### src/rtl/serial_reduce.sv
// Bit-serial deserializer: collects WIDTH-bit frames LSB first and reports AND/OR/XOR reductions.
// Result appears the cycle after the last bit; in_ready low while a result is held. Optional ones_count via SERIAL_REDUCE_COUNT_EN.
module serial_reduce #(
    parameter int WIDTH = 8
) (
    input  logic             clk,
    input  logic             reset,
    input  logic             in_valid,
    output logic             in_ready,
    input  logic             in_bit,
    output logic             out_valid,
    input  logic             out_ready,
    output logic [WIDTH-1:0] out_data,
    output logic             yand,
    output logic             yor,
    output logic             yxor
`ifdef SERIAL_REDUCE_COUNT_EN
    ,
    output logic [$clog2(WIDTH+1)-1:0] ones_count
`endif
);

    localparam int CW = $clog2(WIDTH);
    localparam logic [CW-1:0] LAST = CW'(WIDTH - 1);

    typedef enum logic {
        COLLECT = 1'b0,
        HOLD    = 1'b1
    } state_t;

    state_t           state, state_nx;
    logic [CW-1:0]    cnt, cnt_nx;
    logic [WIDTH-1:0] word, word_nx, word_fin;
    logic             and_acc, and_acc_nx;
    logic             or_acc, or_acc_nx;
    logic             xor_acc, xor_acc_nx;
    logic [WIDTH-1:0] out_data_nx;
    logic             yand_nx, yor_nx, yxor_nx;
    logic             accept;
    logic             last_beat;

    assign in_ready  = (state == COLLECT) && !reset;
    assign out_valid = (state == HOLD);
    assign accept    = in_valid && in_ready;
    assign last_beat = (cnt == LAST);

    always_comb begin
        state_nx    = state;
        cnt_nx      = cnt;
        word_nx     = word;
        and_acc_nx  = and_acc;
        or_acc_nx   = or_acc;
        xor_acc_nx  = xor_acc;
        out_data_nx = out_data;
        yand_nx     = yand;
        yor_nx      = yor;
        yxor_nx     = yxor;
        word_fin    = word;
        word_fin[cnt] = in_bit;

        case (state)
            COLLECT: begin
                if (accept) begin
                    if (last_beat) begin
                        // Publish the frame including this bit, then rearm for the next one.
                        out_data_nx = word_fin;
                        yand_nx     = and_acc & in_bit;
                        yor_nx      = or_acc | in_bit;
                        yxor_nx     = xor_acc ^ in_bit;
                        word_nx     = '0;
                        and_acc_nx  = 1'b1;
                        or_acc_nx   = 1'b0;
                        xor_acc_nx  = 1'b0;
                        cnt_nx      = '0;
                        state_nx    = HOLD;
                    end else begin
                        word_nx    = word_fin;
                        and_acc_nx = and_acc & in_bit;
                        or_acc_nx  = or_acc | in_bit;
                        xor_acc_nx = xor_acc ^ in_bit;
                        cnt_nx     = cnt + 1'b1;
                    end
                end
            end
            HOLD: begin
                if (out_ready) begin
                    state_nx = COLLECT;
                end
            end
            default: state_nx = COLLECT;
        endcase
    end

    always_ff @(posedge clk) begin
        if (reset) begin
            state    <= COLLECT;
            cnt      <= '0;
            word     <= '0;
            and_acc  <= 1'b1;
            or_acc   <= 1'b0;
            xor_acc  <= 1'b0;
            out_data <= '0;
            yand     <= 1'b0;
            yor      <= 1'b0;
            yxor     <= 1'b0;
        end else begin
            state    <= state_nx;
            cnt      <= cnt_nx;
            word     <= word_nx;
            and_acc  <= and_acc_nx;
            or_acc   <= or_acc_nx;
            xor_acc  <= xor_acc_nx;
            out_data <= out_data_nx;
            yand     <= yand_nx;
            yor      <= yor_nx;
            yxor     <= yxor_nx;
        end
    end

`ifdef SERIAL_REDUCE_COUNT_EN
    localparam int OW = $clog2(WIDTH + 1);

    logic [OW-1:0] ones_acc, ones_acc_nx, ones_count_nx, ones_inc;

    assign ones_inc = {{(OW-1){1'b0}}, in_bit};

    always_comb begin
        ones_acc_nx   = ones_acc;
        ones_count_nx = ones_count;
        if (state == COLLECT && accept) begin
            if (last_beat) begin
                ones_count_nx = ones_acc + ones_inc;
                ones_acc_nx   = '0;
            end else begin
                ones_acc_nx = ones_acc + ones_inc;
            end
        end
    end

    always_ff @(posedge clk) begin
        if (reset) begin
            ones_acc   <= '0;
            ones_count <= '0;
        end else begin
            ones_acc   <= ones_acc_nx;
            ones_count <= ones_count_nx;
        end
    end
`else
    // Build without the population counter: reductions only.
`endif

endmodule

### config.mk
export PLATFORM = sky130hd
export DESIGN_NAME = serial_reduce
export DESIGN_NICKNAME = d
export VERILOG_FILES = /design/src/rtl/serial_reduce.sv
export SDC_FILE = /design/constraint.sdc
export NUM_CORES = 1
export LEC_CHECK = 0
export CORE_MARGIN = 3
export CORE_UTILIZATION = 47
export DETAILED_ROUTE_END_ITERATION = 8
export PLACE_DENSITY = 0.73
export RECOVER_POWER = 100
export SLEW_MARGIN = 25
export SYNTH_ARGS = -nofsm -noshare
export SYNTH_HDL_FRONTEND = slang
export SYNTH_SLANG_ARGS = --single-unit
### constraint.sdc
create_clock -name clk -period 1.45 [get_ports clk]
set_input_delay 0.29 -clock clk [delete_from_list [all_inputs] [get_ports clk]]
set_output_delay 0.29 -clock clk [all_outputs]
set_load 0.02 [all_outputs]
==> key figures <==
Yosys
  – Largest family of logic cells by synthesized area: simple AND/OR/NAND/NOR gates
  – Mapped cell area: 0.00125 sq mm
  – Sequential share of the synthesized area: 0.417
  – Ys Warns: 0
  – Register bit total from synthesis: 26
  – Compound-gate portion of the synthesized area: 0.135
  – Post-synthesis simple-gate area fraction: 0.317
  – Post-synth cell types: 29
  – Syn avg cell area: slightly below 9 sq um
  – Adder-Cell Fraction of Synth Area: 0.0301
  – Post-Syn Nets: ~150
  – Gate Count Post-Synth: between 100 and 150
  – Post-Synth XOR/XNOR Area: 0.00701
  – Mux contribution to synthesized area: 0.0481

Worst hold path
  – Hold Path Class: flop to flop
  – Hold depth: 2
  – Hold path start: and_acc$_SDFFE_PP1P_
  – Hold path endpoint: yand$_SDFFE_PP0P_

Clock tree
  – Clock transition at the registers of the reported paths: between 0.15 and 0.2 ns
  – Worst-Skew Late Latency: 0.33 ns
  – CTS buffer count: 3
  – Largest buffer count on any clock path: 2
  – CTS root buf: clkbuf_4
  – Clock tree from TritonCTS: built
  – Clock sink total: 26
  – H-tree Lvls: 1
  – # hold bufs at CTS: 0

Run status
  – Failing checks: negative setup slack
  – Status: complete, but fails checks

Power
  – Sw Pwr: between 0.0003 and 0.0004 W
  – Power Density: 822 mW/mm^2
  – Switch share: 0.233
  – Clock power share: 0.365
  – Logic pwr share: 0.113
  – Sequential share of power: 0.522
  – P_leak: about 0.72 nW
  – Final Power: approximately 0.0014 W
  – Power Internal: 0.00109 W
  – Maximum vdd drop: roughly 590 uV

STA
  – Final hold violation count: 0
  – RSZ-0062 raised after global routing: yes
  – Clock Skew: 0.00737 ns
  – Final setup vio count: 4
  – Max-slew violations: 0
  – Max_slew headroom: 0.748
  – Tmin final: 1.49 ns
  – Slew at the pin closest to its max-slew limit: ~0.38 ns
  – Period utilization: 1.02
  – Final setup margin: -0.0357 ns
  – WHS: between 0.4 and 0.5 ns
  – Fmax: between 0.6 and 0.7 GHz

Global routing
  – Total gr overflow: 0
  – First-pass GRT wire length: about 5.4 mm
  – Initial antenna violation count: 0
  – Gr usage total: 0.208
  – Largest net degree at the start of global routing: 28
  – Vias in the first global route: approximately 1,200

Worst setup path
  – Worst path required time: roughly 1.7 ns
  – Worst r2r src: out_valid$_SDFF_PP0_
  – Worst Setup End Kind: flop
  – Crit. Startpoint: out_valid$_SDFF_PP0_
  – CP Max Fanout: 5
  – Reg-to-reg endpoint: word[5]$_SDFFE_PP0P_
  – CP arrival: about 1.8 ns
  – FF-to-FF setup slack: -0.04 ns
  – Critical path class: flop to flop
  – Critical path startpoint category: flop
  – Reg2Reg Depth: 3

Flow run
  – Max-cap violations: 0

Floorplan
  – I/O pin count: 18
  – Row count: 18
  – Initial Utilization: 0.499
  – Die Wd: approximately 58 um
  – Core area: around 0.0025 sq mm
  – Die Height: approximately 58 um
  – Die ar.: ~0.0033 sq mm

Drt
  – Vias per cell: between 5 and 6
  – TritonRoute pass-1 iters: 4
  – Residual DRC: 0
  – Iteration-0 DRC count of the detailed router: 44
  – Final ANT Viol Nets: 0
  – Total wire length: 3.26 mm
  – Vias: 1,211
  – Average wire per standard cell: 15.7 um

Place
  – Detail Placement HPWL: slightly above 2 mm
  – PortBufs: 17
  – Dpl cells: between 150 and 200
  – Placed Area: between 0.0015 and 0.002 sq mm
  – Placer Congestion: about 0.76

Finish
  – Finished Cell Area: approximately 0.0017 sq mm
  – Fin nets: ~190
  – Commonest cells after routing, fill and taps aside: dfxtp_1 (22), buf_4 (22), nand3b_1 (18)
  – Share of cells above drive strength 1: 0.270
  – Final core occ: 0.690
  – Non-Filler Instances: between 200 and 250
  – Diode count: 0
  – Area Overhead vs Synth: 38.1%
## layer usage
layer | up-vias | track usage | wire length (um)
met5 | - | 0 | 0
met4 | 0 | 0.109 | 73
met3 | 11 | 0.0407 | 187
met2 | 46 | 0.353 | 1700
met1 | 572 | 0.245 | 1300
li1 | 582 | - | -
## Yosys cell counts
master / instances / area share
a211oi_1: 1 / 0.0060
a21oi_1: 12 / 0.048
a31oi_1: 7 / 0.035
and3_1: 1 / 0.0050
and4bb_2: 1 / 0.010
buf_2: 1 / 0.0040
clkbuf_1: 13 / 0.039
dfxtp_1: 26 / 0.42
ha_1: 3 / 0.030
inv_1: 1 / 0.0030
mux2i_1: 6 / 0.048
nand2_1: 14 / 0.042
nand2b_1: 1 / 0.0050
nand3_1: 5 / 0.020
nand3b_1: 18 / 0.11
nand4bb_1: 1 / 0.0090
nor2_1: 4 / 0.012
nor2b_1: 1 / 0.0050
nor3_1: 3 / 0.012
nor3b_1: 3 / 0.018
nor3b_2: 1 / 0.010
o21ai_0: 10 / 0.040
o31ai_1: 1 / 0.0060
or2b_1: 1 / 0.0060
or3_1: 2 / 0.010
or3b_1: 1 / 0.0070
or3b_2: 3 / 0.021
or4b_1: 2 / 0.016
xnor2_1: 1 / 0.0070
## final cells by class
class	count	area, sq um
well taps	30	37.5
flip-flops and latches	26	528
multi-input cells	103	738
inverters	1	3.75
clock buffers	3	22.5
repair buffers	44	364
fillers	196	776
clock inverters	1	30.0
## state kept, by name, summed over array words and instances (netlist names)
name,cells
yxor,1
yor,1
word,8
and_acc,1
out_data,8
cnt,3
yand,1
or_acc,1
out_valid,1
xor_acc,1
## how the worst max path moves through the flow
stage                                 to  slack [ns]  cells after the start
floorplan           word[3]$_SDFFE_PP0P_       -0.07                      4
global placement    word[5]$_SDFFE_PP0P_       -0.47                      4
detailed placement  word[3]$_SDFFE_PP0P_       -0.51                      4
CTS                 word[3]$_SDFFE_PP0P_       -0.06                      3
global route        word[5]$_SDFFE_PP0P_       -0.11                      3
finish              word[5]$_SDFFE_PP0P_       -0.04                      3
## kinds of logic after synthesis
family	after synthesis
fa+ha+maj	3
xor+xnor	1
simple gates	62
flops	26
buf+inv	15
mux	6
compound gates	31
## worst max-delay path, cell delays in order, from the launching register on
cell and delay, ns:
dfxtp_4 0.38, or3b_4 0.40, or4b_1 0.47, a31oi_1 0.17
## power by group through the flow
stage | Clock, W | Combinational, W | Sequential [W]
finish | 0.000518 | 0.000160 | 0.000740
global route | 0.000544 | 0.000175 | 0.000742
CTS | 0.000514 | 0.000157 | 0.000740
detailed placement | 0 | 0.000148 | 0.000753
global placement | 0 | 0.000143 | 0.000752
floorplan | 0 | 0.0000898 | 0.000751
## metrics by stage
step                setup TNS, ns  worst slack, ns
floorplan                  -0.183          -0.0734
global route               -0.458           -0.115
global placement            -8.65           -0.472
CTS                        -0.148          -0.0642
detailed placement          -9.02           -0.513
finish                    -0.0711          -0.0357
## what timing repair did
action                     CTS  global route
setup endpoints to repair   22            16
setup buffers                5             1
pin swaps                    6            10
gates resized for setup     25            12
gates cloned                 0             1
No activity file was read; power rests on OpenSTA's default activity.
